**config.mk**
```make
export PLATFORM = sky130hd
export DESIGN_NAME = bcd_stopwatch_lap
export DESIGN_NICKNAME = d
export VERILOG_FILES = /design/src/rtl/bcd_stopwatch_lap.sv
export SDC_FILE = /design/constraint.sdc
export NUM_CORES = 1
export LEC_CHECK = 0
export ABC_CLOCK_PERIOD_IN_PS = 2400
export BUFFER_PORTS_ARGS = -buffer_cell sky130_fd_sc_hd__buf_2
export CAP_MARGIN = 15
export CORE_MARGIN = 5
export CORE_UTILIZATION = 50
export DETAILED_ROUTE_END_ITERATION = 12
export HOLD_SLACK_MARGIN = 0.12
export PLACE_DENSITY = 0.73
export SETUP_SLACK_MARGIN = 0.2
export SLEW_MARGIN = 25
export SYNTH_ARGS = -nofsm -noshare
export SYNTH_HDL_FRONTEND = slang
export SYNTH_SLANG_ARGS = --single-unit
```
**constraint.sdc**
```tcl
create_clock -name clk -period 2.4 [get_ports clk]
set_input_delay 0.36 -clock clk [delete_from_list [all_inputs] [get_ports clk]]
set_output_delay 0.36 -clock clk [all_outputs]
set_load 0.05 [all_outputs]
```
**src/rtl/bcd_stopwatch_lap.sv**
```systemverilog
// bcd_stopwatch_lap: parametrised BCD stopwatch (MM..M:SS) with push-button
// edge detection, pause-and-clear, a rollover pulse and an optional lap
// register.
//
// Optional feature macro: STOPWATCH_LAP_EN
//   defined   -> a lap press in RUN captures the displayed time into lap_bcd
//   undefined -> lap_bcd is tied to zero and lap presses in RUN are ignored;
//                the lap/clear button still clears the time from PAUSE
//
// time_bcd / lap_bcd layout: [3:0] seconds ones, [7:4] seconds tens (0..5),
// then one nibble per minute digit, least significant first.

module bcd_stopwatch_lap #(
    parameter int MIN_DIGITS = 2,          // BCD minute digits, 1..4
    parameter int TICK_DIV   = 100000000,  // clk cycles per count step, >= 1
    parameter int TICK_W     = 27          // prescaler width, 2^TICK_W >= TICK_DIV
) (
    input  logic                        clk,
    input  logic                        reset,    // asynchronous, active low
    input  logic                        enable,
    input  logic                        push_m,   // start/stop button level
    input  logic                        push_l,   // lap/clear button level
    output logic [4*(MIN_DIGITS+2)-1:0] time_bcd,
    output logic [4*(MIN_DIGITS+2)-1:0] lap_bcd,
    output logic                        running,
    output logic                        wrap
);

    localparam int NUM_DIGITS = MIN_DIGITS + 2;
    localparam int TIME_W     = 4 * NUM_DIGITS;

    localparam logic [TICK_W-1:0] TICK_LAST = TICK_W'(TICK_DIV - 1);
    localparam logic [TICK_W-1:0] TICK_ONE  = TICK_W'(1);

    localparam logic [1:0] ST_IDLE  = 2'd0;
    localparam logic [1:0] ST_READY = 2'd1;
    localparam logic [1:0] ST_RUN   = 2'd2;
    localparam logic [1:0] ST_PAUSE = 2'd3;

    // Largest legal value of a digit: seconds tens stops at 5, all others at 9.
    function automatic logic [3:0] digit_max(input int idx);
        return (idx == 1) ? 4'd5 : 4'd9;
    endfunction

    logic              push_m_d;
    logic              push_l_d;
    logic              m_rise;
    logic              l_rise;

    logic [1:0]        state;
    logic [1:0]        state_next;
    logic [TICK_W-1:0] prescaler;
    logic [TICK_W-1:0] prescaler_next;
    logic [TIME_W-1:0] time_q;
    logic [TIME_W-1:0] time_next;
    logic [TIME_W-1:0] time_inc;
    logic              all_max;
    logic              tick;
    logic              wrap_next;

    // Rising edges of the (already debounced, synchronous) buttons.
    assign m_rise = push_m & ~push_m_d;
    assign l_rise = push_l & ~push_l_d;

    // One prescaler period has elapsed while running.
    assign tick = (state == ST_RUN) && (prescaler == TICK_LAST);

    // Button history; reset to 1 so a button held through reset is not seen as a press.
    // NOTE: every register is written with <= so all flops sample the pre-edge values together.
    always_ff @(posedge clk or negedge reset) begin
        if (!reset) begin
            push_m_d <= 1'b1;
            push_l_d <= 1'b1;
        end else begin
            push_m_d <= push_m;
            push_l_d <= push_l;
        end
    end

    // BCD ripple increment of the displayed time; all_max ends high only when every digit rolled over.
    always_comb begin
        // NOTE: defaults on every path first, so no latch is inferred.
        time_inc = time_q;
        all_max  = 1'b1;
        for (int i = 0; i < NUM_DIGITS; i++) begin
            if (all_max) begin
                if (time_q[4*i +: 4] == digit_max(i)) begin
                    time_inc[4*i +: 4] = 4'd0;
                end else begin
                    time_inc[4*i +: 4] = time_q[4*i +: 4] + 4'd1;
                    all_max            = 1'b0;
                end
            end
        end
    end

    // Next-state, next-time and prescaler decisions; enable low overrides everything.
    always_comb begin
        state_next     = state;
        time_next      = time_q;
        prescaler_next = prescaler;
        wrap_next      = 1'b0;

        if (!enable) begin
            state_next     = ST_IDLE;
            time_next      = '0;
            prescaler_next = '0;
        end else begin
            case (state)
                ST_IDLE: begin
                    state_next     = ST_READY;
                    time_next      = '0;
                    prescaler_next = '0;
                end

                ST_READY: begin
                    // Lap/clear presses have nothing to act on here.
                    if (m_rise) begin
                        state_next = ST_RUN;
                    end
                end

                ST_RUN: begin
                    // The increment due on this edge is applied even when stopping.
                    if (tick) begin
                        prescaler_next = '0;
                        time_next      = time_inc;
                        wrap_next      = all_max;
                    end else begin
                        prescaler_next = prescaler + TICK_ONE;
                    end
                    if (m_rise) begin
                        state_next = ST_PAUSE;
                    end
                end

                ST_PAUSE: begin
                    // Start/stop wins over a simultaneous clear.
                    if (m_rise) begin
                        state_next = ST_RUN;
                    end else if (l_rise) begin
                        state_next     = ST_READY;
                        time_next      = '0;
                        prescaler_next = '0;
                    end
                end

                default: begin
                    state_next     = ST_IDLE;
                    time_next      = '0;
                    prescaler_next = '0;
                end
            endcase
        end
    end

    // Main state, time, prescaler and registered status outputs.
    always_ff @(posedge clk or negedge reset) begin
        if (!reset) begin
            state     <= ST_IDLE;
            time_q    <= '0;
            prescaler <= '0;
            running   <= 1'b0;
            wrap      <= 1'b0;
        end else begin
            state     <= state_next;
            time_q    <= time_next;
            prescaler <= prescaler_next;
            running   <= (state_next == ST_RUN);
            wrap      <= wrap_next;
        end
    end

    assign time_bcd = time_q;

`ifdef STOPWATCH_LAP_EN
    logic [TIME_W-1:0] lap_q;

    // Lap capture of the pre-increment time in RUN; a coincident start/stop press drops it.
    always_ff @(posedge clk or negedge reset) begin
        if (!reset) begin
            lap_q <= '0;
        end else if (enable && (state == ST_RUN) && l_rise && !m_rise) begin
            lap_q <= time_q;
        end
    end

    assign lap_bcd = lap_q;
`else
    assign lap_bcd = '0;
`endif

endmodule

```
==> impl_metrics.ini, run 1 <==
[outcome]
status = completed

[cells_and_area]
diodes = 0
fin_util_pct = 62.3
area_delta_synth_final_pct = 21.4
nNetsFinal = 398
final.fill_count = 491
drive_gt1_share_pct = 26.0

[worst_setup_path]
rrSetupSlack_ns = 0.11
r2r-end = time_bcd[6]
endpoint_kind = flop
cp_top_family = simple AND/OR/NAND/NOR gates
cp_data_required_time_ns = 2.62
path_cells = or4_4, or4_4, or3_4, a21o_1, a21o_1
cp_max_fo = 4
max_stage_delay_ns = 0.54
start_kind = flop
critical_path_buf_inv_count = 0
rr_startpoint = prescaler[17]
crit_arrival_ns = 2.50
critPathSlowestCell = or4_4
r2r.worst_path.cells = 5
path_class = flop to flop

[logic_synthesis]
yosys_warnings = 0
synth_edf_count = 0
synthCells = 328
synthFlopType = dfrtp_1
synth_seq_cells = 49
yosysTopAreaCell = dfrtp_1
ys_seq_area_share_pct = 40.5
async_flop_share_pct = 100
synth_top_area_share_pct = 38.7
syn_area_per_cell_um2 = 9.26
syn_area_mm2 = 0.00304
yosysMostFrequentCell = dfrtp_1
yosysUniqueCellTypes = 62
synth_area_leaders = dfrtp_1, ha_1, buf_4
synth_common_cells = dfrtp_1, nand2_1, nor2_1

[power_and_ir_drop]
leakagePower_nw = 1.68
ir_worst_vdd_uv = 269
p_per_area_mw_per_mm2 = 434

[clock_network]
path_clk_slew_ns = 0.10
cts_buffer_depth = 2
cts_buffers = 5
clkSinkCount = 49
clk_latency_ns = 0.31
h-tree-depth = 2
clockRootBuffer = clkbuf_8
cts_tree = built

[timing]
hold_viol_final = 0
finClkSkew_ns = 0.0137
rsz0062_at_grt = true
layout_setup_ws_ns = 0.113
min_period_over_period_pct = 95.3
max_freq_mhz = 437
tightest_slew_ns = 0.625
tns_ns = 0
fin_crit_ns = 2.29
slew_violations = 0
whs_ns = 0.142
relSlewSlack_pct = 58.3
setup_viol = 0

[global_routing]
grt_pass1_wl_um = 11800
gr-total-overflow = 0
grt_pass1_vias = 2520
grt_max_degree = 50
antenna_found_initial = 0
grt_use_total_pct = 19.2

[drt]
drt_pass1_iterations = 5
drtAntennaViolNets = 0
wire_per_inst_um = 17.0
vias_per_cell = 6.05
drcViolationCount = 0
initialDrtViolationCount = 214
route.vias.total = 2760
finalWirelength_um = 7750

[floorplanning]
die-width_um = 87.9
core_mm2 = 0.00592
start_util_pct = 51.3
fp-row-count = 28
io_pins = 39
dieArea_mm2 = 0.00773
fp.dieH_um = 87.9

[placement]
pre_cts_ws_ns = 0.0475
io_buffers = 22
dp_hpwl_um = 5080
gp_congestion = 0.844

[hold_path]
hold_path_class = input pin to asynchronous set/reset pin

[run]
cap_viol_max_count = 0
[cells by family after synthesis]
group           count (synthesis)  share of synthesized area, %
compound gates                 66                          14.9
xor+xnor                       13                          3.75
fa+ha+maj                      13                          5.36
buf+inv                        42                          7.50
flops                          49                          40.5
mux                             4                          1.32
other cells                     1                         0.123
simple gates                  140                          26.6
[worst max path at each step]
stage	from	end	slack (ns)	cells after the start
after CTS	prescaler[17]	time_bcd[6]	0.11	5
after detailed placement	prescaler[0]	time_bcd[4]	0.05	6
after floorplan	prescaler[17]	time_bcd[6]	0.18	5
final	prescaler[17]	time_bcd[6]	0.11	5
after global routing	prescaler[17]	time_bcd[6]	0.05	5
after global placement	prescaler[0]	time_bcd[6]	0.10	6
[sequential cells by signal, summed over array words and instances (netlist names)]
| signal | flops |
|---|---|
| wrap | 1 |
| push_m_d | 1 |
| time_bcd | 16 |
| push_l_d | 1 |
| running | 1 |
| prescaler | 27 |
| state | 2 |
[worst reg2reg max path, stage by stage, from the launching register on]
cell	delay, ns
dfrtp_1	0.39
or4_4	0.54
or4_4	0.48
or3_4	0.43
a21o_1	0.19
a21o_1	0.17
[final cells by class]
cell class | count | area (um2) | share of cell area [%]
sequential | 49 | 1230 | 33.3
clock buffer | 6 | 72.6 | 1.97
multi-input combinational | 252 | 1780 | 48.3
tap | 75 | 93.8 | 2.55
inverter | 13 | 48.8 | 1.32
clock inverter | 2 | 35.0 | 0.950
timing repair buffer | 59 | 428 | 11.6
[routing by layer]
layer  global-route usage, %  wire [um]  vias up
li1                        -          -     1294
met1                    25.0       3230     1341
met2                    33.5       3920      104
met3                    2.63        445       21
met4                    4.88        155        0
met5                       0          0        -
[power breakdown]
group	switching [W]	total, W	internal [W]
registers	0.00000314	0.000833	0.000830
clock network	0.000291	0.000601	0.000310
logic	0.000129	0.000165	0.0000366
total	0.000423	0.00160	0.00118
[per-stage QoR]
stage / total power (W) / instance area, um2 / std cells
final: 0.00160 / 3690 / 456
after global routing: 0.00165 / 3690 / 456
after CTS: 0.00159 / 3470 / 446
after detailed placement: 0.000997 / 3290 / 433
after global placement: 0.000996 / 3290 / 433
after floorplan: 0.000977 / 3100 / 343
[cell usage in the layout (no fill, tap or decap), drive strengths merged, types with 13 or more instances in the layout]
cell   count
dfrtp     47
nor2      23
nand3     20
o21ai     14
ha        13
nor4      13
nand2     24
inv       13
conb      16
buf       58
[repair_timing]
action / 4_1_cts / 5_1_grt
resized for setup: 7 / 26
endpoints found under the setup margin: 27 / 33
cloned: 0 / 2
hold buffers: 0 / 0
pin swaps: 4 / 5
setup buffers: 5 / 8
Note: power is estimated with default switching activity, not from simulation.
==> run 2, diff against run 1 <==
CAP_MARGIN = default   (was 15)
CELL_PAD_IN_SITES_DETAIL_PLACEMENT = 0   (was default)
CELL_PAD_IN_SITES_GLOBAL_PLACEMENT = 2   (was default)
CORE_UTILIZATION = 32   (was 50)
PLACE_DENSITY = 0.75   (was 0.73)
SKIP_LAST_GASP = 1   (was default)
==> run 2 against run 1 <==
Hold slack better by 0.011 ns. Critical path type unchanged. Largest power group unchanged. First-iteration DRC count decreased by 57%. Sequential share of layout area increased by 0.32 points.
==> impl_metrics.ini, run 2 (synthesis results as in run 1) <==
[outcome]
status = completed

[cells_and_area]
mostFrequentLayoutCell = dfrtp_1
area_delta_synth_final_pct = 20.2
multi_input_area_mm2 = 0.00173
final.fill_count = 951
layoutNonFillerInstCount = 509
largest_reg_flops = 27
layout_common_cells = dfrtp_1, buf_4, nand2_1
seq_area_mm2 = 0.00123
diodes = 0
nNetsFinal = 397
largest_register = prescaler
drive_gt1_share_pct = 23.4
fin_util_pct = 39.5

[worst_setup_path]
cp_top_family = simple AND/OR/NAND/NOR gates
r2r-end = time_bcd[6]
rr_startpoint = prescaler[17]
cp_data_required_time_ns = 2.60
crit_arrival_ns = 2.49
path_cells = or4_4, or4_4, or3_4, a21o_1, a21o_1
endpoint_kind = flop
path_class = flop to flop
rrSetupSlack_ns = 0.11
r2r.worst_path.cells = 5
critical_path_buf_inv_count = 0
max_stage_delay_ns = 0.53
start_kind = flop
critPathSlowestCell = or4_4
cp_max_fo = 4

[drt]
wire_per_inst_um = 14.9
vias_per_cell = 5.08
route.vias.total = 2584
finalWirelength_um = 7600
drt_pass1_iterations = 4
drcViolationCount = 0
drtAntennaViolNets = 0
initialDrtViolationCount = 93

[timing]
relSlewSlack_pct = 65.8
fin_crit_ns = 2.29
slew_violations = 0
finClkSkew_ns = 0.00704
setup_viol = 0
hold_viol_final = 0
whs_ns = 0.153
tightest_slew_ns = 0.508
min_period_over_period_pct = 95.5
rsz0062_at_grt = true
max_freq_mhz = 436
tns_ns = 0

[placement]
dp_cells = 488
dp_hpwl_um = 5500
io_buffers = 22
gp_congestion = 0.816

[clock_network]
cts_buffers = 5
clockRootBuffer = clkbuf_8
clk_latency_ns = 0.30
cts_tree = built
clkSinkCount = 49
path_clk_slew_ns = 0.09
h-tree-depth = 2
cts_buffer_depth = 2

[power_and_ir_drop]
cell_internal_pwr_w = 0.00107
leakagePower_nw = 1.63
p_comb_share_pct = 10.8
p_seq_share_pct = 56.4
ir_worst_vdd_uv = 171
p_per_area_mw_per_mm2 = 405
clockPowerShare_pct = 32.8
swShare_pct = 27.5
finalPower_w = 0.00148
p_switching_w = 0.000407

[floorplanning]
fp.dieH_um = 107
dieArea_mm2 = 0.0115
io_pins = 39
die-width_um = 107
core_mm2 = 0.00924
start_util_pct = 32.9
fp-row-count = 35

[hold_path]
min-delay-start = push_m
min_path_cells = 1
holdPathEnd = push_m_d
hold_path_class = input pin to flop

[global_routing]
gr-total-overflow = 0
grt_pass1_vias = 2396
grt_pass1_wl_um = 12200
antenna_found_initial = 0
grt_use_total_pct = 13.2
grt_max_degree = 50

[run]
cap_viol_max_count = 0
-- run 2: worst max path at each step --
| stage | startpoint | to | cells past startpoint |
|---|---|---|---|
| after global routing | prescaler[17] | time_bcd[6] | 5 |
| after global placement | prescaler[0] | time_bcd[6] | 6 |
| final | prescaler[17] | time_bcd[6] | 5 |
| after floorplan | prescaler[17] | time_bcd[6] | 5 |
| after CTS | prescaler[17] | time_bcd[3] | 5 |
| after detailed placement | prescaler[0] | time_bcd[10] | 6 |
-- run 2: per-layer routing --
metal / share of wire, % / global-route usage, %
met4: 0.79 / 2.80
met3: 3.5 / 2.94
met5: 0 / 0
met2: 47 / 21.1
met1: 48 / 18.2
-- run 2: layout make-up --
| cell class | instances | share of cell area, % |
|---|---|---|
| clock buffer | 8 | 2.19 |
| multi-input combinational | 252 | 47.3 |
| inverter | 13 | 1.34 |
| timing repair buffer | 58 | 11.1 |
| tap | 129 | 4.42 |
| sequential | 49 | 33.7 |
-- run 2: stage by stage --
stage,setup WS (ns),instance area [um2]
final,0.108,3650
after global placement,0.0506,3380
after floorplan,0.180,3100
after detailed placement,0.0179,3380
after CTS,0.116,3510
after global routing,0.0603,3650
-- run 2: timing repair --
action | in CTS | in global routing
hold buffers | 1 | 0
resized for setup | 3 | 15
buffers inserted | 4 | 8
setup endpoints to repair | 26 | 40
pin swaps | 3 | 5
endpoints found under the hold margin | 47 | 0
-- run 2: worst reg2reg max path, cell delays in order, from the launching register on --
cell     delay, ns
dfrtp_1       0.38
or4_4         0.53
or4_4         0.48
or3_4         0.43
a21o_1        0.19
a21o_1        0.17
-- run 2: power by group through the flow --
stage                     Sequential [W]  Clock (W)  Combinational, W
after CTS                       0.000834   0.000510          0.000157
final                           0.000833   0.000485          0.000159
after detailed placement        0.000850          0          0.000155
after floorplan                 0.000851          0          0.000126
after global routing            0.000834   0.000547          0.000174
after global placement          0.000850          0          0.000155
==> run 3, diff against run 2 <==
ABC_CLOCK_PERIOD_IN_PS = 1900   (was 2400)
CORE_ASPECT_RATIO = 2   (was default)
PLACE_DENSITY = 0.83   (was 0.75)
clock period = 1.9 ns   (was 2.4 ns; I/O delays follow)
==> run 3 against run 2 <==
Sequential power rose by 26%. Routed wire length rose by 20%. Total power rose by 54%. The flow now finishes with violations (setup timing). Critical path depth did not move. Highest routed layer unchanged. Clock skew barely moved.
==> impl_metrics.ini, run 3 (synthesis results as in run 1) <==
[outcome]
status = finished with violations
failed_checks = setup timing

[clock_network]
clkSinkCount = 49
cts_tree = built
cts_buffers = 5
h-tree-depth = 2
path_clk_slew_ns = 0.07
clk_latency_ns = 0.29
clockRootBuffer = clkbuf_16
cts_buffer_depth = 2

[global_routing]
grt_pass1_vias = 2968
grt_pass1_wl_um = 14300
gr-total-overflow = 0
grt_use_total_pct = 15.5
grt_max_degree = 35
antenna_found_initial = 0

[floorplanning]
dieArea_mm2 = 0.0117
die-width_um = 78.9
fp-row-count = 50
core_mm2 = 0.00932
fp.dieH_um = 148
start_util_pct = 32.6
io_pins = 39

[hold_path]
min_path_cells = 2
hold_path_class = input pin to flop
min-delay-start = enable
holdPathEnd = state[0]

[drt]
initialDrtViolationCount = 136
route.vias.total = 2875
drt_pass1_iterations = 4
wire_per_inst_um = 17.1
vias_per_cell = 5.38
drcViolationCount = 0
finalWirelength_um = 9140
drtAntennaViolNets = 0

[placement]
io_buffers = 22
pre_cts_ws_ns = -0.380
placed_area_mm2 = 0.00369
dp_hpwl_um = 6560
gp_congestion = 0.858

[worst_setup_path]
r2r.worst_path.cells = 5
cp_data_required_time_ns = 2.09
rrSetupSlack_ns = -0.40
rr_startpoint = prescaler[17]
endpoint_kind = flop
crit_arrival_ns = 2.49
r2r-end = time_bcd[6]
start_kind = flop
cp_max_fo = 4
path_class = flop to flop

[timing]
max_freq_mhz = 435
min_period_over_period_pct = 121
fin_crit_ns = 2.30
rsz0062_at_grt = true
whs_ns = 0.330
slew_violations = 0
setup_viol = 41
layout_setup_ws_ns = -0.396
hold_viol_final = 0
finClkSkew_ns = 0.00667

[power_and_ir_drop]
p_per_area_mw_per_mm2 = 526
finalPower_w = 0.00228
ir_worst_vdd_uv = 285
leakagePower_nw = 1.98

[cells_and_area]
diodes = 0
nNetsFinal = 447
mostFrequentLayoutCell = buf_4
area_delta_synth_final_pct = 42.6
final.fill_count = 882
design_area_mm2 = 0.00433
largest_register = prescaler
largest_reg_flops = 27
layout_common_cells = buf_4, dfrtp_1, buf_2
drive_gt1_share_pct = 37.9

[run]
cap_viol_max_count = 0
==> run 3: cell count changes in the layout (fill, tap and decap cells not counted), sizes merged <==
cell	delta
dlygate4sd3	+2
buf	+48
clkinv	+2
clkbuf	-2
==> run 3: routing by layer <==
metal	part of all wire, %	GRT usage, %	up-vias
met5	0	0	-
met4	2.9	7.40	0
met3	2.0	1.52	16
met2	60	31.2	46
met1	35	15.1	1423
li1	-	-	1390
==> run 3: area by class of cell <==
| cell class | instances | area, um2 | share of cell area [%] |
|---|---|---|---|
| Clock inverter | 2 | 13.8 | 0.318 |
| Multi-Input combinational cell | 252 | 1940 | 44.7 |
| Tap cell | 104 | 130 | 3.01 |
| Clock buffer | 6 | 139 | 3.21 |
| Sequential cell | 49 | 1230 | 28.4 |
| Timing Repair Buffer | 108 | 832 | 19.2 |
| Inverter | 13 | 48.8 | 1.13 |
==> run 3: power by group <==
part	switching [W]	total [W]	internal [W]
registers	0.00000231	0.00105	0.00105
clock network	0.000408	0.000933	0.000525
logic	0.000196	0.000291	0.0000953
==> run 3: through the flow <==
| stage | TNS [ns] | std cells | util [%] |
|---|---|---|---|
| 2_1_floorplan | -6.27 | 343 | - |
| 3_3_place_gp | -8.44 | 506 | 39.6 |
| 3_5_place_dp | -8.93 | 506 | 39.6 |
| 4_1_cts | -8.73 | 521 | 42.6 |
| 5_1_grt | -12.10 | 534 | 46.4 |
| 6_report | -8.75 | 534 | 46.4 |
==> run 3: worst max path at each step <==
stage	start	endpoint	slack (ns)	cells past startpoint
floorplan	prescaler[17]	time_bcd[6]	-0.32	5
global placement	prescaler[17]	time_bcd[6]	-0.34	5
detailed placement	prescaler[25]	time_bcd[6]	-0.38	5
CTS	prescaler[17]	time_bcd[6]	-0.39	5
global route	prescaler[17]	time_bcd[6]	-0.44	5
finish	prescaler[17]	time_bcd[6]	-0.40	5
==> run 3: timing repair <==
item | 4_1_cts | 5_1_grt
endpoints found under the setup margin | 44 | 46
resized for setup | 14 | 57
setup buffers | 4 | 11
hold buffers | 3 | 0
hold endpoints to repair | 15 | 0
pin swaps | 5 | 10
gates cloned | 0 | 2
==> run 3: critical path, cell delays in order, from the launching register on <==
cell	delay (ns)
dfrtp_1	0.38
or4_4	0.53
or4_4	0.48
or3_4	0.43
a21o_1	0.19
a21o_1	0.18
